## config.mk

```make
export PLATFORM = sky130hd
export DESIGN_NAME = ddr2_cmd_issuer
export DESIGN_NICKNAME = d
export VERILOG_FILES = /design/src/rtl/ddr2_pkg.sv /design/src/rtl/ddr2_ref_timer.sv /design/src/rtl/ddr2_cmd_issuer.sv
export SDC_FILE = /design/constraint.sdc
export NUM_CORES = 1
export LEC_CHECK = 0
export BUFFER_PORTS_ARGS = -buffer_cell sky130_fd_sc_hd__buf_2
export CAP_MARGIN = 10
export CORE_AREA = 4 4 80 82
export DETAILED_ROUTE_END_ITERATION = 8
export DIE_AREA = 0 0 84 86
export PLACE_DENSITY_LB_ADDON = 0.12
export SYNTH_ARGS = -nofsm -noshare
export SYNTH_HDL_FRONTEND = slang
export SYNTH_SLANG_ARGS = --single-unit
```

## constraint.sdc

```tcl
create_clock -name clk -period 2.6 [get_ports clk]
set_clock_uncertainty 0.15 [all_clocks]
set_input_delay 0.13 -clock clk [delete_from_list [all_inputs] [get_ports clk]]
set_output_delay 0.13 -clock clk [all_outputs]
set_load 0.01 [all_outputs]
```

## src/rtl/ddr2_pkg.sv

```systemverilog
// rtl/ddr2_pkg.sv - command encodings, FSM states and default timing for the DDR2 command issuer
`ifndef DRAM_BA_WIDTH
`define DRAM_BA_WIDTH 3
`endif
`ifndef DRAM_ADDR_WIDTH
`define DRAM_ADDR_WIDTH 14
`endif

package ddr2_pkg;

    // {cs_n, ras_n, cas_n, we_n}
    typedef enum logic [3:0] {
        CMD_NOP = 4'b0111,
        CMD_ACT = 4'b0011,
        CMD_RD  = 4'b0101,
        CMD_WR  = 4'b0100,
        CMD_PRE = 4'b0010,
        CMD_REF = 4'b0001
    } cmd_e;

    typedef enum logic [3:0] {
        S_IDLE,
        S_ACT,
        S_WAIT_RCD,
        S_RW,
        S_WAIT_PRE,
        S_PRE,
        S_WAIT_RP,
        S_REF,
        S_WAIT_RFC
    } state_e;

    localparam int DEF_T_RCD    = 3;
    localparam int DEF_T_RAS    = 8;
    localparam int DEF_T_RW2PRE = 4;
    localparam int DEF_T_RP     = 3;
    localparam int DEF_T_RFC    = 20;
    localparam int DEF_T_REFI   = 780;

    function automatic int max2(input int a, input int b);
        return (a > b) ? a : b;
    endfunction

endpackage

```

## src/rtl/ddr2_ref_timer.sv

```systemverilog
// rtl/ddr2_ref_timer.sv - free-running refresh interval counter with a sticky pending flag
module ddr2_ref_timer
    import ddr2_pkg::*;
#(
    parameter int T_REFI = DEF_T_REFI,
    parameter int CNT_W  = $clog2(T_REFI + 1)
) (
    input  logic clk,
    input  logic rst_n,
    input  logic ref_clr,
    output logic ref_pending
);

    logic [CNT_W-1:0] cnt_q, cnt_d;
    logic             pend_q, pend_d;

    always_comb begin
        cnt_d  = cnt_q - CNT_W'(1);
        pend_d = pend_q;
        if (ref_clr) begin
            pend_d = 1'b0;
        end
        // A fresh expiry wins over a same-cycle clear so no interval is lost.
        if (cnt_q == '0) begin
            cnt_d  = CNT_W'(T_REFI - 1);
            pend_d = 1'b1;
        end
    end

    always_ff @(posedge clk or negedge rst_n) begin
        if (!rst_n) begin
            cnt_q  <= CNT_W'(T_REFI - 1);
            pend_q <= 1'b0;
        end else begin
            cnt_q  <= cnt_d;
            pend_q <= pend_d;
        end
    end

    assign ref_pending = pend_q;

endmodule

```

## src/rtl/ddr2_cmd_issuer.sv

```systemverilog
// rtl/ddr2_cmd_issuer.sv - close-page DDR2 command sequencer: ACT, RD/WR, PRE with periodic REF
module ddr2_cmd_issuer
    import ddr2_pkg::*;
#(
    parameter int T_RCD    = DEF_T_RCD,
    parameter int T_RAS    = DEF_T_RAS,
    parameter int T_RW2PRE = DEF_T_RW2PRE,
    parameter int T_RP     = DEF_T_RP,
    parameter int T_RFC    = DEF_T_RFC,
    parameter int T_REFI   = DEF_T_REFI
) (
    input  logic                        clk,
    input  logic                        rst_n,
    input  logic                        req_valid,
    output logic                        req_ready,
    input  logic                        req_write,
    input  logic [`DRAM_BA_WIDTH-1:0]   req_ba,
    input  logic [`DRAM_ADDR_WIDTH-1:0] req_row,
    input  logic [9:0]                  req_col,
    output logic                        cke,
    output logic                        cs_n,
    output logic                        ras_n,
    output logic                        cas_n,
    output logic                        we_n,
    output logic [`DRAM_BA_WIDTH-1:0]   ba,
    output logic [`DRAM_ADDR_WIDTH-1:0] addr,
    output logic                        rd_start,
    output logic                        wr_start
);

    localparam int BA_W = `DRAM_BA_WIDTH;
    localparam int AW   = `DRAM_ADDR_WIDTH;

    // Cycles from one issued command to the next step; the idle gaps end one
    // cycle early because the IDLE handshake cycle itself precedes the command.
    localparam int GAP_RCD = T_RCD;
    localparam int GAP_PRE = max2(T_RAS - T_RCD, T_RW2PRE);
    localparam int GAP_RP  = max2(T_RP - 1, 1);
    localparam int GAP_RFC = max2(T_RFC - 1, 1);
    localparam int MAX_T   = max2(max2(max2(T_RCD, T_RAS), max2(T_RW2PRE, T_RP)),
                                  max2(T_RFC, T_REFI));
    localparam int CNT_W   = $clog2(MAX_T + 1);

    if (T_RCD < 1 || T_RAS < 1 || T_RW2PRE < 1 || T_RP < 1 || T_RFC < 1 || T_REFI < 1
        || AW < 11) begin : g_bad_param
        $error("ddr2_cmd_issuer: timing parameters must be >= 1 and address width >= 11");
    end

    state_e            state_q, state_d;
    logic [CNT_W-1:0]  cnt_q, cnt_d;
    logic              cke_q, cke_d;
    logic [3:0]        cmd_q, cmd_d;
    logic [BA_W-1:0]   ba_q, ba_d;
    logic [AW-1:0]     addr_q, addr_d;
    logic              rd_start_q, rd_start_d;
    logic              wr_start_q, wr_start_d;
    logic              cap_write_q, cap_write_d;
    logic [BA_W-1:0]   cap_ba_q, cap_ba_d;
    logic [9:0]        cap_col_q, cap_col_d;
    logic              ref_pending;
    logic              ref_clr;

    ddr2_ref_timer #(
        .T_REFI (T_REFI),
        .CNT_W  (CNT_W)
    ) u_ref_timer (
        .clk         (clk),
        .rst_n       (rst_n),
        .ref_clr     (ref_clr),
        .ref_pending (ref_pending)
    );

    assign req_ready = (state_q == S_IDLE) && cke_q && !ref_pending;

    always_comb begin
        state_d     = state_q;
        cnt_d       = cnt_q;
        cke_d       = 1'b1;
        cap_write_d = cap_write_q;
        cap_ba_d    = cap_ba_q;
        cap_col_d   = cap_col_q;
        ref_clr     = 1'b0;
        case (state_q)
            S_IDLE: begin
                if (cke_q && ref_pending) begin
                    state_d = S_REF;
                    ref_clr = 1'b1;
                end else if (req_valid && req_ready) begin
                    state_d     = S_ACT;
                    cap_write_d = req_write;
                    cap_ba_d    = req_ba;
                    cap_col_d   = req_col;
                end
            end
            S_ACT: begin
                if (GAP_RCD == 1) begin
                    state_d = S_RW;
                end else begin
                    state_d = S_WAIT_RCD;
                    cnt_d   = CNT_W'(GAP_RCD - 2);
                end
            end
            S_WAIT_RCD: begin
                if (cnt_q == '0) state_d = S_RW;
                else             cnt_d   = cnt_q - CNT_W'(1);
            end
            S_RW: begin
                if (GAP_PRE == 1) begin
                    state_d = S_PRE;
                end else begin
                    state_d = S_WAIT_PRE;
                    cnt_d   = CNT_W'(GAP_PRE - 2);
                end
            end
            S_WAIT_PRE: begin
                if (cnt_q == '0) state_d = S_PRE;
                else             cnt_d   = cnt_q - CNT_W'(1);
            end
            S_PRE: begin
                if (GAP_RP == 1) begin
                    state_d = S_IDLE;
                end else begin
                    state_d = S_WAIT_RP;
                    cnt_d   = CNT_W'(GAP_RP - 2);
                end
            end
            S_WAIT_RP: begin
                if (cnt_q == '0) state_d = S_IDLE;
                else             cnt_d   = cnt_q - CNT_W'(1);
            end
            S_REF: begin
                if (GAP_RFC == 1) begin
                    state_d = S_IDLE;
                end else begin
                    state_d = S_WAIT_RFC;
                    cnt_d   = CNT_W'(GAP_RFC - 2);
                end
            end
            S_WAIT_RFC: begin
                if (cnt_q == '0) state_d = S_IDLE;
                else             cnt_d   = cnt_q - CNT_W'(1);
            end
            default: state_d = S_IDLE;
        endcase
    end

    // The bus register is loaded from the state being entered, so each command
    // appears in exactly the cycle its state is occupied.
    always_comb begin
        cmd_d      = CMD_NOP;
        ba_d       = '0;
        addr_d     = '0;
        rd_start_d = 1'b0;
        wr_start_d = 1'b0;
        case (state_d)
            S_ACT: begin
                cmd_d  = CMD_ACT;
                ba_d   = req_ba;
                addr_d = req_row;
            end
            S_RW: begin
                cmd_d        = cap_write_d ? CMD_WR : CMD_RD;
                ba_d         = cap_ba_d;
                addr_d[9:0]  = cap_col_d;
                rd_start_d   = !cap_write_d;
                wr_start_d   = cap_write_d;
            end
            S_PRE: begin
                cmd_d      = CMD_PRE;
                ba_d       = cap_ba_d;
                addr_d[10] = 1'b1;
            end
            S_REF: begin
                cmd_d = CMD_REF;
            end
            default: ;
        endcase
    end

    always_ff @(posedge clk or negedge rst_n) begin
        if (!rst_n) begin
            state_q     <= S_IDLE;
            cnt_q       <= '0;
            cke_q       <= 1'b0;
            cmd_q       <= 4'hF;
            ba_q        <= '0;
            addr_q      <= '0;
            rd_start_q  <= 1'b0;
            wr_start_q  <= 1'b0;
            cap_write_q <= 1'b0;
            cap_ba_q    <= '0;
            cap_col_q   <= '0;
        end else begin
            state_q     <= state_d;
            cnt_q       <= cnt_d;
            cke_q       <= cke_d;
            cmd_q       <= cmd_d;
            ba_q        <= ba_d;
            addr_q      <= addr_d;
            rd_start_q  <= rd_start_d;
            wr_start_q  <= wr_start_d;
            cap_write_q <= cap_write_d;
            cap_ba_q    <= cap_ba_d;
            cap_col_q   <= cap_col_d;
        end
    end

    assign cke                       = cke_q;
    assign {cs_n, ras_n, cas_n, we_n} = cmd_q;
    assign ba                        = ba_q;
    assign addr                      = addr_q;
    assign rd_start                  = rd_start_q;
    assign wr_start                  = wr_start_q;

endmodule

```

# --- Yosys cells after proc, flatten, opt, wreduce, memory -nomap -nowiden ---
# Index checks and enable logic that the tools add are counted.
word_totals:
  input_bits: 31
  n_memories: 0
  elab_cells: 73
  register_bits: 63
  output_inout_bits: 25
  latch_bits: 0
  ram_bits: 0
  rom_bits: 0
op_classes:
  multipliers: 0
  n_addsub: 2
  n_div: 0
  n_lt_le_gt_ge: 0
  mux: 30
  eq_ne: 13
  reduce_logical: 15
  shift: 0
  bitwise: 0
op_table:
  columns: ["operator", "count"]
  rows:
  - ["10-bit 2-to-1 mux", 5]
  - ["10-bit case mux with 5 select lines", 1]
  - ["4-bit case mux with 8 select lines", 1]
  - ["4-bit by 3-bit == test with 1-bit output (second input constant)", 6]
  - ["10-bit zero test", 2]
  - ["4-bit 2-to-1 mux", 5]
  - ["10-bit case mux with 2 select lines", 1]
  - ["10-bit by 1-bit subtractor with 10-bit output (second input constant)", 2]
  - ["4-bit by 2-bit == test with 1-bit output (second input constant)", 3]
  - ["3-bit 2-to-1 mux", 4]
  - ["3-bit case mux with 4 select lines", 1]
  - ["1-bit 2-to-1 mux", 10]
  - ["4-bit by 1-bit == test with 1-bit output (second input constant)", 2]
  - ["3-bit case mux with 2 select lines", 1]
  - ["5-bit nonzero test", 1]
  - ["4-bit == test (second input constant)", 1]
  - ["1-bit logical AND", 4]
  - ["4-bit zero test", 1]
  - ["2-bit OR reduction", 2]
  - ["4-bit OR reduction", 1]
  - ["1-bit zero test", 2]
  - ["2-bit != test (second input constant)", 1]
  - ["1-bit case mux with 2 select lines", 1]
  - ["2-bit AND reduction", 1]
  - ["2-bit nonzero test", 1]

# --- Logic depth before layout (Yosys ltp) ---
# Gate-level depths: netlist of the first run.
logic_depth:
  word_depth: 10
  depth_mapped: 9
  ltp_nobuf: 7

# --- Cells and area by module ---
# From an unflattened synthesis of the first run, not the netlist that was laid out.
unflattened:
  hier_cells: 274
  area_unflattened_um2: 2967.8
by_module_without_submodules:
  columns: ["module", "area_per_inst_um2", "instances", "cells_each", "seq_area_each_um2"]
  rows:
  - ["ddr2_cmd_issuer", 2433.6, 1, 222, 1306.3]
  - ["ddr2_ref_timer", 534.3, 1, 52, 281.5]

# --- Worst setup path before layout of the first run ---
# Ideal clock, no wire load.
synth_timing:
  path_type: "register -> register"
  from: "register state_q[3]"
  to: "register addr_q[0] (netlist: addr[0])"
  arrival_ns: 1.743
  stages_incl_launch_ff: 7
  path_slack_ns: 0.586
  path_buffers: 1
  synth_period_minus_slack_ns: 2.014
  required_time_ns: 2.329
  setup_ns: 0.121
  cell_sequence: "dfrtp_1 -> buf_2 -> or3b_4 -> nor3_4 -> nand2_1 -> mux2_2 -> a32o_1"
synth_between:
  elab_cells_between_ends: 25
  cone_classes: "eq/ne: 10; mux: 10; reduce/logical: 5"
synth_rtl:
  columns: ["item", "line_no", "rtl"]
  rows:
  - ["from (decl)", "ddr2_cmd_issuer.sv:49", "state_e state_q, state_d;"]
  - ["from (signal assigned)", "ddr2_cmd_issuer.sv:194", "state_q <= state_d;"]
  - ["4-bit zero test", "ddr2_cmd_issuer.sv:73", "assign req_ready = (state_q == S_IDLE) && cke_q && !ref_pending;"]
  - ["1-bit logical AND (2 in series)", "ddr2_cmd_issuer.sv:73", null]
  - ["net req_ready", "ddr2_cmd_issuer.sv:15", "output logic req_ready,"]
  - ["1-bit logical AND", "ddr2_cmd_issuer.sv:88", "end else if (req_valid && req_ready) begin"]
  - ["10-bit 2-to-1 mux", "ddr2_cmd_issuer.sv:88", null]
  - ["10-bit 2-to-1 mux", "ddr2_cmd_issuer.sv:85", "if (cke_q && ref_pending) begin"]
  - ["10-bit 2-to-1 mux", "ddr2_cmd_issuer.sv:83", "case (state_q)"]
  - ["net cap_col_d[0]", "ddr2_cmd_issuer.sv:59", "logic [9:0] cap_col_q, cap_col_d;"]
  - ["10-bit case mux with 2 select lines", "ddr2_cmd_issuer.sv:155", "case (state_d)"]
  - ["net addr_d[0]", "ddr2_cmd_issuer.sv:54", "logic [AW-1:0] addr_q, addr_d;"]
  - ["to (signal assigned)", "ddr2_cmd_issuer.sv:199", "addr_q <= addr_d;"]
  - ["to (decl)", "ddr2_cmd_issuer.sv:54", null]
# The timed path passes the listed nets, and every way through them passes these cells.
# A chain may end at the register's enable or synchronous reset.

# --- Worst setup path in the final report of the first run ---
layout_timing:
  from: "register state_q[1]"
  to: "register cnt_q[5]"
layout_between:
  elab_chain_cells: 4
  elab_cells_between_ends: 13
  cone_classes: "eq/ne: 9; mux: 1; reduce/logical: 3"
layout_rtl:
  columns: ["item", "line_no", "rtl"]
  rows:
  - ["4-bit == test (tied with other cells)", "ddr2_cmd_issuer.sv:83", null]
  - ["4-bit OR reduction (no source line)", null, null]
  - ["5-bit nonzero test (no source line) or 2-bit != test (tied branches)", null, null]
  - ["2-bit AND reduction (no source line)", null, null]
  - ["to (signal assigned)", "ddr2_cmd_issuer.sv:195", "cnt_q <= cnt_d;"]
  - ["to (decl)", "ddr2_cmd_issuer.sv:50", "logic [CNT_W-1:0] cnt_q, cnt_d;"]
# Parallel ways exist; a longest one is shown, timed or not.

==> flow_summary.toml, run 1 <==
[synthesis]
avgSynthCellArea_um2 = 10.4
yosysWarnings = 0
synth_top_area_share_pct = 48.5
ys_seq_elements = 63
syn-num-nets = 302
syn_inst = 268
async_reset_ff_share_pct = 100
synth_edf_count = 0
seq_area_frac_synth_pct = 57.0
synthFlopType = "dfrtp_1"
synth_area_leader_cell = "dfrtp_1"
mappedNetlistArea_um2 = 2790
synth_cell_types = 48
synth_common_cells = "54 x dfrtp_1, 46 x nand2_1, 12 x a21oi_1, 12 x a22o_1, 12 x nor2_1"
synth.top_cells.by_area = "dfrtp_1 48%, dfstp_2 8.5%, nand2_1 6.2%"
synth.most_common_cell = "dfrtp_1"

[place]
dpl_cell_area_um2 = 3190
portBuffers = 55
dpl.hpwl_um = 4030
placed_cells = 397
place.gp.congestion = 0.843

[finish]
syn_to_final_growth_pct = 33.5
nets = 399
final_area_um2 = 3720
layout-drive-gt1-share_pct = 27.4
n_antenna_cell = 0
layout.cells.non_filler = 444

[die]
core_region_area_um2 = 5750
die_h_um = 86
floorplan.rows = 28
dieArea_um2 = 7220
die_x_um = 84
start_util_pct = 48.5
pin_count = 56

[cts]
post_cts_buffers = 0
cts-root-buf = "clkbuf_8"
insertion_delay_ps = 330
cts_buffers = 9
cts_max_level = 3
ctsHoldBuffers = 32
cts.clk_slew.worst_paths_ps = 70
cts_resized = 0
clockBufferDepth = 2
cts_tree = "built"
clock-sinks = 63

[timing]
setup_viol = 0
finalCritPeriodShare_pct = 85.2
fin_tns_setup_ps = 0
slew_viol_final = 0
hold_viol_final = 0
rsz0062_at_grt = "no"
worst_pin_slew_ps = 564
slew_headroom_pct = 62.3
fmax_ghz = 0.451
period_needed_ps = 2220

[grt]
grt_util_all_layers_pct = 18.3
grt_pass1_wl_um = 10400
antenna_found_initial = 0
grt_pass1_vias = 2217
grt_max_degree = 28
grt_overflow = 0

[critical_path]
startpoint_type = "flip-flop"
worstPathCellList = "o21a_1 -> nor3_1 -> a21oi_1 -> buf_4 -> or4_1 -> a21oi_1"
crit_arrival_ps = 2330
path_class = "flip-flop to flip-flop"
cp.required_ps = 2710
crit_buf_inv = 1
worstPathMaxFanout = 20
crit_family = "simple AND/OR/NAND/NOR gates"
cp-end-kind = "flip-flop"
critPathMaxStageDelay_ps = 530
path_common_cell = "a21oi_1"
cp_slowest_cell = "dfrtp_1"

[route]
top_layer = "met4"
vias_per_cell = 5.14
ant_nets = 0
m1WireLength_um = 2780
dr_wl_met3_um = 296
drt_iter0_drc = 95
vias = 2280
routed_wirelength_um = 6120
drtPass1Iterations = 4
wl_met2_um = 2960
drc_errors = 0
wl_per_cell_um = 13.8

[pwr]
power_density_nw_per_um2 = 930
vdd.ir_drop.worst_mv = 0.499
power_leakage_nw = 1.83

[min_path]
hold_path.class = "input pin to flip-flop"

[run]
drv_cap = 0

[status]
outcome = "completed"
-- power by group --
part / switching, mW / leakage, nW / internal (mW)
clock network: 0.366 / 0.109 / 0.558
logic: 0.619 / 0.929 / 0.510
registers: 0.184 / 0.792 / 1.22
total: 1.17 / 1.83 / 2.29
-- sequential cells by signal (all words and copies together) (netlist names) --
name / count
cmd_q: 4
cap_col_q: 10
cke: 1
wr_start: 1
u_ref_timer.ref_pending: 1
u_ref_timer.cnt_q: 10
addr: 14
cnt_q: 10
cap_write_q: 1
ba: 3
cap_ba_q: 3
state_q: 4
rd_start: 1
-- area by class of cell --
type	count	area, um2
fillers	483	2020
flip-flops and latches	63	1590
multi-input cells	182	1110
repair buffers	98	678
clock buffers	11	141
well taps	75	93.8
clock inverters	4	70.1
inverters	11	41.3
-- final timing paths --
path | start | to | slack (ps) | cells past startpoint
worst min register to register | cap_col_q[3]$_DFF_PN0_ | cap_col_q[3]$_DFF_PN0_ | 330 | 2
max in group asynchronous | rst_n | cmd_q[1]$_DFF_PN1_ | 1480 | 3
worst max register to register | state_q[1]$_DFF_PN0_ | cnt_q[5]$_DFFE_PN0P_ | 380 | 6
worst max-delay path | state_q[1]$_DFF_PN0_ | cnt_q[5]$_DFFE_PN0P_ | 380 | 6
min in group asynchronous | rst_n | u_ref_timer.cnt_q[2]$_DFF_PN0_ | 100 | 2
worst min-delay path | req_valid | cmd_q[2]$_DFF_PN1_ | 90 | 3
-- cell families (layout without fill, tap and decap cells) --
| kind of cell | after synthesis | in the layout | synth area share, % |
|---|---|---|---|
| compound gates | 51 | 51 | 12.7 |
| mux | 2 | 2 | 0.808 |
| flops | 63 | 63 | 57.0 |
| simple gates | 119 | 119 | 22.9 |
| fa+ha+maj | 3 | 3 | 1.35 |
| xor+xnor | 5 | 5 | 1.57 |
| other cells | 2 | 2 | 0.269 |
| buf+inv | 23 | 124 | 3.46 |
-- metrics by stage --
| stage | util (%) | hold slack, ps | worst slack (ps) | power [mW] |
|---|---|---|---|---|
| after floorplan | - | -316 | 586 | 2.18 |
| after global placement | 55.5 | -67.6 | 467 | 2.50 |
| after detailed placement | 55.5 | -66.5 | 396 | 2.51 |
| after CTS | 64.8 | 76.6 | 394 | 3.49 |
| after global routing | 64.8 | 113 | 241 | 3.72 |
| final | 64.8 | 88.6 | 385 | 3.46 |
-- metal layers --
metal | up-vias | GRT usage, %
met2 | 56 | 29.4
met3 | 7 | 4.03
li1 | 1134 | -
met1 | 1083 | 23.9
met4 | 0 | 8.33
met5 | - | 0
-- worst min-delay path, stage by stage --
cell,delay [ps]
buf_2,130
o2111ai_1,140
and2_1,160
-- cell usage in the layout (no fill, tap or decap), types with 7 or more instances in the layout --
cell           instances
dfstp_2                9
nor2_1                12
a21oi_1               12
dlygate4sd3_1         32
o21ai_0               10
or3_1                 11
inv_1                 11
nand2_1               46
a22o_1                12
dfrtp_1               54
buf_4                 11
nor3_1                 7
buf_2                 55
clkbuf_8              10
No activity file was read; power rests on OpenSTA's default activity.
==> run 2: changes to the inputs <==
--- a/config.mk
+++ b/config.mk
@@ -5,12 +5,13 @@
 export SDC_FILE = /design/constraint.sdc
 export NUM_CORES = 1
 export LEC_CHECK = 0
-export BUFFER_PORTS_ARGS = -buffer_cell sky130_fd_sc_hd__buf_2
 export CAP_MARGIN = 10
 export CORE_AREA = 4 4 80 82
 export DETAILED_ROUTE_END_ITERATION = 8
 export DIE_AREA = 0 0 84 86
+export DONT_BUFFER_PORTS = 1
 export PLACE_DENSITY_LB_ADDON = 0.12
+export RECOVER_POWER = 25
 export SYNTH_ARGS = -nofsm -noshare
 export SYNTH_HDL_FRONTEND = slang
 export SYNTH_SLANG_ARGS = --single-unit
==> run 2 against run 1 <==
Effect of this change:
- the flow now finishes with violations (max-capacitance violations, max-slew violations)
- total power increased by 1.1%
- die area is the same
- count of clock-buffer cells in the layout down 1
- clock power is 4.3% higher
- sequential power rose by 3%
- wire length shrank 6.5%
- worst hold slack improved by 6.7 ps
- design area shrank 7.0%
- cell count fell by 12%
- core utilization down 4.5 points
- critical endpoint is now cnt_q[9]$_DFFE_PN0P_
- largest cell class unchanged
==> flow_summary.toml, run 2 (synthesis gave the netlist of run 1 again) <==
[status]
outcome = "complete, but fails checks"
failed_checks = "max-capacitance violations, max-slew violations"

[finish]
final_cell_mix = "54 x dfrtp_1, 46 x nand2_1, 30 x dlygate4sd3_1"
final_common_cell = "dfrtp_1"
final_area_um2 = 3460
syn_to_final_growth_pct = 24.2
layout-drive-gt1-share_pct = 15.6
final_util_pct = 60.3
largest_reg_flops = 14
n_antenna_cell = 0
nets = 343

[critical_path]
r2r_slack_ps = 370
startpoint_type = "flip-flop"
worstPathMaxFanout = 20
crit_start = "state_q[1]$_DFF_PN0_"
rr_worst_depth = 6
path_class = "flip-flop to flip-flop"
cp.required_ps = 2700
cp-end-kind = "flip-flop"
r2r_start = "state_q[1]$_DFF_PN0_"
crit_arrival_ps = 2330
timing.rr.end = "cnt_q[9]$_DFFE_PN0P_"

[min_path]
hold_start = "req_valid"
hold_depth = 3
hold_path.class = "input pin to flip-flop"
hold_end = "cap_col_q[4]$_DFF_PN0_"

[timing]
slew_headroom_pct = -1.02
rsz0062_at_grt = "no"
setup_viol = 0
slew_viol_final = 64
fin_tns_setup_ps = 0
period_needed_ps = 2230
fmax_ghz = 0.449
hold_viol_final = 0
worst_pin_slew_ps = 1520
finalCritPeriodShare_pct = 85.6

[place]
dpl.hpwl_um = 3740
portBuffers = 0
place.gp.congestion = 0.794
dpl_cell_area_um2 = 2930

[cts]
cts_tree = "built"
clockBufferDepth = 2
cts.clk_slew.worst_paths_ps = 70
cts_max_level = 3
cts-root-buf = "clkbuf_8"
clock-sinks = 63
insertion_delay_ps = 330
cts_buffers = 9

[route]
vias_per_cell = 5.31
drtPass1Iterations = 4
wl_met2_um = 2660
m1WireLength_um = 2690
ant_nets = 0
wl_per_cell_um = 14.7
drc_errors = 0
top_layer = "met4"
drt_iter0_drc = 64
routed_wirelength_um = 5730
vias = 2066
dr_wl_met3_um = 321

[grt]
grt_pass1_vias = 2000
grt_max_degree = 64
grt_util_all_layers_pct = 17.2
antenna_found_initial = 0
grt_overflow = 0
grt_pass1_wl_um = 9810

[die]
dieArea_um2 = 7220
die_h_um = 86
pin_count = 56
start_util_pct = 48.5
core_region_area_um2 = 5750
die_x_um = 84
floorplan.rows = 28

[run]
drv_cap = 1

[pwr]
power_mw = 3.50
power_leakage_nw = 1.58
power_density_nw_per_um2 = 1010
vdd.ir_drop.worst_mv = 0.562
-- run 2: cell count changes in the layout (fill, tap and decap cells not counted), moves of 2 or more --
cell	previous run	this run
dlygate4sd3_1	32	30
clkinvlp_4	0	2
clkinv_2	2	0
buf_2	55	0
-- run 2: area by class of cell --
class                      count  area [um2]
timing repair buffer          42         400
inverter                      11        41.3
multi-input combinational    182        1110
tap                           75        93.8
fill                         491        2280
clock inverter                 6        92.6
clock buffer                  10         138
sequential                    63        1590
-- run 2: worst max-delay path: stages (launching register included) --
cell and delay (ps):
dfrtp_1 480, o21a_1 220, nor3_1 330, a21oi_1 180
buf_12 180, or4_1 460, a21oi_1 150
-- run 2: per-layer routing --
| layer | vias up | track usage, % |
|---|---|---|
| li1 | 1016 | - |
| met1 | 994 | 24.5 |
| met2 | 52 | 25.2 |
| met3 | 4 | 5.00 |
| met4 | 0 | 5.70 |
| met5 | - | 0 |
-- run 2: what timing repair did --
action,CTS,global route
hold buffers,31,0
gates resized for setup,0,0
buffers inserted,0,0
endpoints found under the setup margin,0,0
endpoints found under the hold margin,99,0
-- run 2: power breakdown --
| group | leakage (nW) | switching, mW | internal, mW |
|---|---|---|---|
| registers | 0.792 | 0.220 | 1.23 |
| clock network | 0.109 | 0.394 | 0.571 |
| logic | 0.681 | 0.586 | 0.502 |
-- run 2: worst max-delay path by stage --
stage                                      end  depth (start not counted)
final                     cnt_q[9]$_DFFE_PN0P_                          6
after global routing      cnt_q[5]$_DFFE_PN0P_                          6
after CTS                 cnt_q[9]$_DFFE_PN0P_                          6
after detailed placement  cnt_q[9]$_DFFE_PN0P_                          6
after global placement    cnt_q[5]$_DFFE_PN0P_                          6
after floorplan              addr[0]$_DFF_PN0_                          6
-- run 2: per-stage QoR --
stage | hold WS (ps) | setup WS, ps | instances
6_report | 95.3 | 373 | 389
4_1_cts | 78.7 | 356 | 389
3_3_place_gp | -313 | 387 | 342
5_1_grt | 99.9 | 197 | 389
3_5_place_dp | -312 | 353 | 342
2_1_floorplan | -316 | 586 | 268
